==> src/rtl/dma_line_bridge.sv <==
// rtl/dma_line_bridge.sv - DMA cache-line FIFOs to word-wide memory port bridge (load + writeback).
// Optional build macro: DMA_BRIDGE_BYTE_SWAP_EN (byte-reverse each word on unpack and pack).
module dma_line_bridge #(
  parameter int CL_WIDTH       = 512,
  parameter int WORD_WIDTH     = 32,
  parameter int SIZE_WIDTH     = 43,
  parameter int MEM_ADDR_WIDTH = 28
) (
  input  logic                      clk,
  input  logic                      rst_n,
  input  logic                      go,
  input  logic [SIZE_WIDTH-1:0]     size,
  input  logic [MEM_ADDR_WIDTH-1:0] base_addr,
  input  logic                      rd_empty,
  input  logic [CL_WIDTH-1:0]       rd_data,
  output logic                      rd_en,
  input  logic                      wr_full,
  output logic [CL_WIDTH-1:0]       wr_data,
  output logic                      wr_en,
  output logic                      mem_en,
  output logic                      mem_wr_en,
  output logic [MEM_ADDR_WIDTH-1:0] mem_addr,
  output logic [WORD_WIDTH-1:0]     mem_wdata,
  input  logic [WORD_WIDTH-1:0]     mem_rdata,
  input  logic                      mem_valid,
  output logic                      rd_done,
  input  logic                      wb_start,
  output logic                      busy,
  output logic                      done
);

  localparam int WPL  = CL_WIDTH / WORD_WIDTH;
  localparam int WIDX = $clog2(WPL);

  typedef enum logic [2:0] {IDLE, RD_POP, RD_STORE, HOLD, WB_LOAD, WB_PUSH} state_t;

  state_t                    state;
  logic [SIZE_WIDTH-1:0]     size_q;
  logic [SIZE_WIDTH-1:0]     lines_left;
  logic [MEM_ADDR_WIDTH-1:0] base_q;
  logic [MEM_ADDR_WIDTH-1:0] addr_q;
  logic [WIDX-1:0]           word_idx;
  logic [CL_WIDTH-1:0]       line_q;
  logic                      last_word;
  logic                      last_line;

  function automatic logic [WORD_WIDTH-1:0] swap_word(input logic [WORD_WIDTH-1:0] w);
    logic [WORD_WIDTH-1:0] r;
    r = w;
`ifdef DMA_BRIDGE_BYTE_SWAP_EN
    for (int b = 0; b < WORD_WIDTH / 8; b++) r[b*8 +: 8] = w[WORD_WIDTH-8-b*8 +: 8];
`endif
    return r;
  endfunction

  assign last_word = (word_idx == WIDX'(WPL - 1));
  assign last_line = (lines_left == SIZE_WIDTH'(1));
  assign rd_en     = (state == RD_POP) && !rd_empty;
  assign wr_en     = (state == WB_PUSH) && !wr_full;
  assign wr_data   = line_q;

  // addr_q always holds the address of the next request to issue; the region is
  // contiguous, so a running counter replaces base + line*WPL + k.
  always_ff @(posedge clk or negedge rst_n) begin
    if (!rst_n) begin
      state      <= IDLE;
      size_q     <= '0;
      lines_left <= '0;
      base_q     <= '0;
      addr_q     <= '0;
      word_idx   <= '0;
      line_q     <= '0;
      mem_en     <= 1'b0;
      mem_wr_en  <= 1'b0;
      mem_addr   <= '0;
      mem_wdata  <= '0;
      rd_done    <= 1'b0;
      busy       <= 1'b0;
      done       <= 1'b0;
    end else begin
      rd_done <= 1'b0;
      case (state)
        IDLE: begin
          if (go) begin
            size_q     <= size;
            base_q     <= base_addr;
            lines_left <= size;
            addr_q     <= base_addr;
            word_idx   <= '0;
            done       <= 1'b0;
            if (size == '0) begin
              rd_done <= 1'b1;
              done    <= 1'b1;
            end else begin
              busy  <= 1'b1;
              state <= RD_POP;
            end
          end
        end
        RD_POP: begin
          if (!rd_empty) begin
            // word 0 goes straight out; the rest are shifted down one per retire
            line_q    <= rd_data >> WORD_WIDTH;
            mem_wdata <= swap_word(rd_data[WORD_WIDTH-1:0]);
            mem_en    <= 1'b1;
            mem_wr_en <= 1'b1;
            mem_addr  <= addr_q;
            addr_q    <= addr_q + MEM_ADDR_WIDTH'(1);
            word_idx  <= '0;
            state     <= RD_STORE;
          end
        end
        RD_STORE: begin
          if (mem_valid) begin
            if (last_word) begin
              mem_en     <= 1'b0;
              mem_wr_en  <= 1'b0;
              word_idx   <= '0;
              lines_left <= lines_left - SIZE_WIDTH'(1);
              if (last_line) begin
                rd_done <= 1'b1;
                state   <= HOLD;
              end else begin
                state <= RD_POP;
              end
            end else begin
              word_idx  <= word_idx + WIDX'(1);
              mem_addr  <= addr_q;
              addr_q    <= addr_q + MEM_ADDR_WIDTH'(1);
              mem_wdata <= swap_word(line_q[WORD_WIDTH-1:0]);
              line_q    <= line_q >> WORD_WIDTH;
            end
          end
        end
        HOLD: begin
          if (wb_start) begin
            lines_left <= size_q;
            word_idx   <= '0;
            mem_en     <= 1'b1;
            mem_wr_en  <= 1'b0;
            mem_addr   <= base_q;
            addr_q     <= base_q + MEM_ADDR_WIDTH'(1);
            state      <= WB_LOAD;
          end
        end
        WB_LOAD: begin
          if (mem_valid) begin
            // words enter at the top so word 0 ends up in the low bits
            line_q <= {swap_word(mem_rdata), line_q[CL_WIDTH-1:WORD_WIDTH]};
            if (last_word) begin
              mem_en   <= 1'b0;
              word_idx <= '0;
              state    <= WB_PUSH;
            end else begin
              word_idx <= word_idx + WIDX'(1);
              mem_addr <= addr_q;
              addr_q   <= addr_q + MEM_ADDR_WIDTH'(1);
            end
          end
        end
        WB_PUSH: begin
          if (!wr_full) begin
            lines_left <= lines_left - SIZE_WIDTH'(1);
            if (last_line) begin
              done  <= 1'b1;
              busy  <= 1'b0;
              state <= IDLE;
            end else begin
              mem_en   <= 1'b1;
              mem_addr <= addr_q;
              addr_q   <= addr_q + MEM_ADDR_WIDTH'(1);
              state    <= WB_LOAD;
            end
          end
        end
        default: state <= IDLE;
      endcase
    end
  end

endmodule
==> config.mk <==
export PLATFORM = sky130hd
export DESIGN_NAME = dma_line_bridge
export DESIGN_NICKNAME = d
export VERILOG_FILES = /design/src/rtl/dma_line_bridge.sv
export SDC_FILE = /design/constraint.sdc
export NUM_CORES = 2
export LEC_CHECK = 0
export ABC_AREA = 1
export CORE_AREA = 2 2 464 466
export CTS_CLUSTER_SIZE = 40
export DETAILED_ROUTE_END_ITERATION = 10
export DIE_AREA = 0 0 466 468
export MAX_ROUTING_LAYER = met4
export PLACE_DENSITY = 0.37
export SYNTH_ARGS = -nofsm -noshare
export SYNTH_HDL_FRONTEND = slang
export SYNTH_SLANG_ARGS = --single-unit
==> constraint.sdc <==
create_clock -name clk -period 4 [get_ports clk]
set_clock_uncertainty 0.05 [all_clocks]
set_input_delay 0.6 -clock clk [delete_from_list [all_inputs] [get_ports clk]]
set_output_delay 0.6 -clock clk [all_outputs]
set_load 0.01 [all_outputs]
==> flow_summary.toml <==
[status]
outcome = "completed"

[drt]
drt-initial-drc-count = 2775
vias = 37300
drt_first_pass_iters = 5
drcViolationCount = 0
wl_per_cell_um = 27.2
routed_wl_mm = 232
antenna_left = 0
routed_via_density = 4.37

[clocking]
htreeDepth = 3
post-cts-setup-buffer-count = 0
cts-root-buf = "clkbuf_16"
cts_inserted_buffers = 97
clock-sinks = 726
cts_hold_buf = 1
cts_resized = 0
clkSlewWorstSetupHoldPaths_ps = 60
insertion_delay_ps = 750
clk_path_buf_depth = 3
cts_tree = "done"

[timing]
rsz0062_at_grt = "false"
period_needed_ps = 3440
max_slew_margin = 0.244
tightest_slew_ps = 1130
max_freq_mhz = 290
fin_crit_sh = 0.861
drv_slew = 0
hold_viol_final = 0
setup_tns_ps = 0
setup_viol = 0

[critical_path]
r2r_end = "wr_data[242]"
end_kind = "output port"
reg2reg_depth = 12
rrSetupSlack_ps = 700
r2r_start = "state[2]"
path_max_fanout = 4
worstSetupStartpointType = "flip-flop"
arrival_ps = 2790
crit_type = "flip-flop to output port"
cp.required_ps = 3350

[synthesis]
seq_area_frac_synth = 0.519
netlist_top_cells_area = "dfrtp_1 52%, nand2_1 17%, a31oi_1 9.3%, nor2_1 7.3%, o21ai_0 2.1%"
synth_compound_area_frac = 0.140
synthesis.instances = 4517
ys.warnings.count = 0
synth_seq_cells = 726
synth_top_family_by_area = "simple AND/OR/NAND/NOR gates"
synth.largest_area_cell = "dfrtp_1"
netlist_area_mm2 = 0.0350
synth_simple_gate_area_share = 0.284
synth_nets = 5143
synth_edf_count = 0
synth_mux_area_frac = 0.000571
synth-xor-area-share = 0.00100
ys.flop_type = "dfrtp_1"
synth_fa_ha_area_frac = 0.00143
syn_avg_cell_area_um2 = 7.76
synthArstFlopShare = 1.00
synth_top_area_frac = 0.519
ys_types = 49

[global_route]
antenna_found_initial = 63
grt_max_degree = 133
track_usage = 0.211
grt_overflow = 0
grt_first_pass_wirelength_mm = 313
grt_pass1_vias = 36700

[floorplan]
ios = 1201
die_x_um = 466
die_h_um = 468
start_util = 0.164
num_rows = 170
core_area_mm2 = 0.213
dieArea_mm2 = 0.218

[worst_hold_path]
min_path_type = "input port to flip-flop"
hp-start = "mem_rdata[8]"
worst_hold_path.endpoint = "wr_data[488]"
hold-path-cell-count = 3

[pwr]
powerDensity_mw_per_mm2 = 982
leakage_nw = 22.1
vdd_drop_max_mv = 0.530

[layout]
num-nets-final = 6228
area_delta_synth_final_pct = 53.0
drive_gt1_frac = 0.0494
nFillCells = 23500
final_util = 0.251

[placed_design]
dp_hpwl_mm = 183
place.gp.congestion = 0.928
io_buffers = 1200

[flow_run]
drv_cap = 0
## sequential cells by signal, indices dropped and copies added (netlist names)
register    count
word_idx        4
state           3
done            1
lines_left     43
base_q         28
mem_en          1
mem_wr_en       1
mem_addr       28
addr_q         28
size_q         43
wr_data       512
busy            1
mem_wdata      32
rd_done         1
## worst max-delay path, cell delays in order, from the launching register on
cell and delay [ps]:
dfrtp_1 450, inv_2 140, nand2_2 120, nor2_1 390
inv_1 200, nor2_1 140, clkdlybuf4s50_1 630
## layer usage
layer  track usage  up-vias  part of all wire
met1         0.253    18500              0.41
met3        0.0544      244             0.073
met4        0.0597        0             0.025
li1              -    17200                 -
met2         0.348     1343              0.49
met5             -        -                 0
## layout by cell type (no fill, tap or decap), drive strengths merged, types with 3 or more instances in the layout
cell type / instances
nand2: 1609
clkdlybuf4s50: 1199
dfrtp: 726
nor2: 689
a31oi: 523
o21ai: 185
inv: 153
clkbuf: 149
nand3: 128
buf: 95
nand4: 49
diode: 37
a22oi: 32
a21oi: 25
a221oi: 18
nor4: 15
nor3: 11
clkinv: 10
or2: 8
o22ai: 6
nand3b: 5
ha: 4
bufinv: 3
## through the flow
step / hold slack (ps) / setup slack [ps] / area [um^2] / instances / total power, mW
3_5_place_dp: 415 / 700 / 50400 / 8340 / 44.2
3_3_place_gp: 411 / 756 / 50400 / 8340 / 44.1
4_1_cts: 255 / 452 / 53500 / 8508 / 53.5
5_1_grt: 320 / 417 / 53600 / 8542 / 56.3
6_report: 357 / 556 / 53600 / 8545 / 52.6
2_1_floorplan: 254 / 1790 / 35000 / 4517 / 28.0
## cells in the mapped netlist, drive strengths merged, types with 11 or more instances
cell,number
a221oi,18
o21ai,185
a21oi,25
nand3,128
a22oi,32
inv,150
nor2,689
nor4,15
buf,144
nand2,1609
a31oi,523
nand4,49
dfrtp,726
nor3,11
clkbuf,165
## worst max-delay path by stage
stage | start | end | slack, ps | cells after the start
finish | state[1] | rd_en | 560 | 6
global route | state[1] | rd_en | 420 | 6
CTS | state[1] | rd_en | 450 | 6
detailed placement | state[2] | wr_data[262] | 700 | 12
global placement | state[2] | wr_data[192] | 760 | 12
floorplan | state[1] | addr_q[14] | 1790 | 14
## final cells by class
type                       count  area [um^2]  area share
antenna                       37         92.6     0.00173
clock inverter                18          225     0.00420
tap                         2838         3550      0.0662
clock buffer                 149         2910      0.0542
sequential                   726        18200       0.339
inverter                     150          571      0.0106
timing repair buffer        1295        13100       0.245
multi-input combinational   3332        15000       0.279
## where the power goes
part           switching, mW  leakage [nW]  total [mW]  internal (mW)
registers               4.80          8.32        16.0           11.2
clock network           3.78          1.53        8.94           5.15
logic                   16.9          12.2        27.7           10.8
total                   25.5          22.1        52.6           27.1
## cell families (layout without fill, tap and decap cells)
group,count (synthesis),count (layout)
multiplexers,2,2
buffers and inverters,459,1612
flip-flops,726,726
XOR/XNOR,4,4
AND/OR/NAND/NOR,2518,2518
AO/OA/AOI/OAI,804,804
other,0,37
adder cells (fa/ha/maj),4,4
No activity file was read; power rests on OpenSTA's default activity.
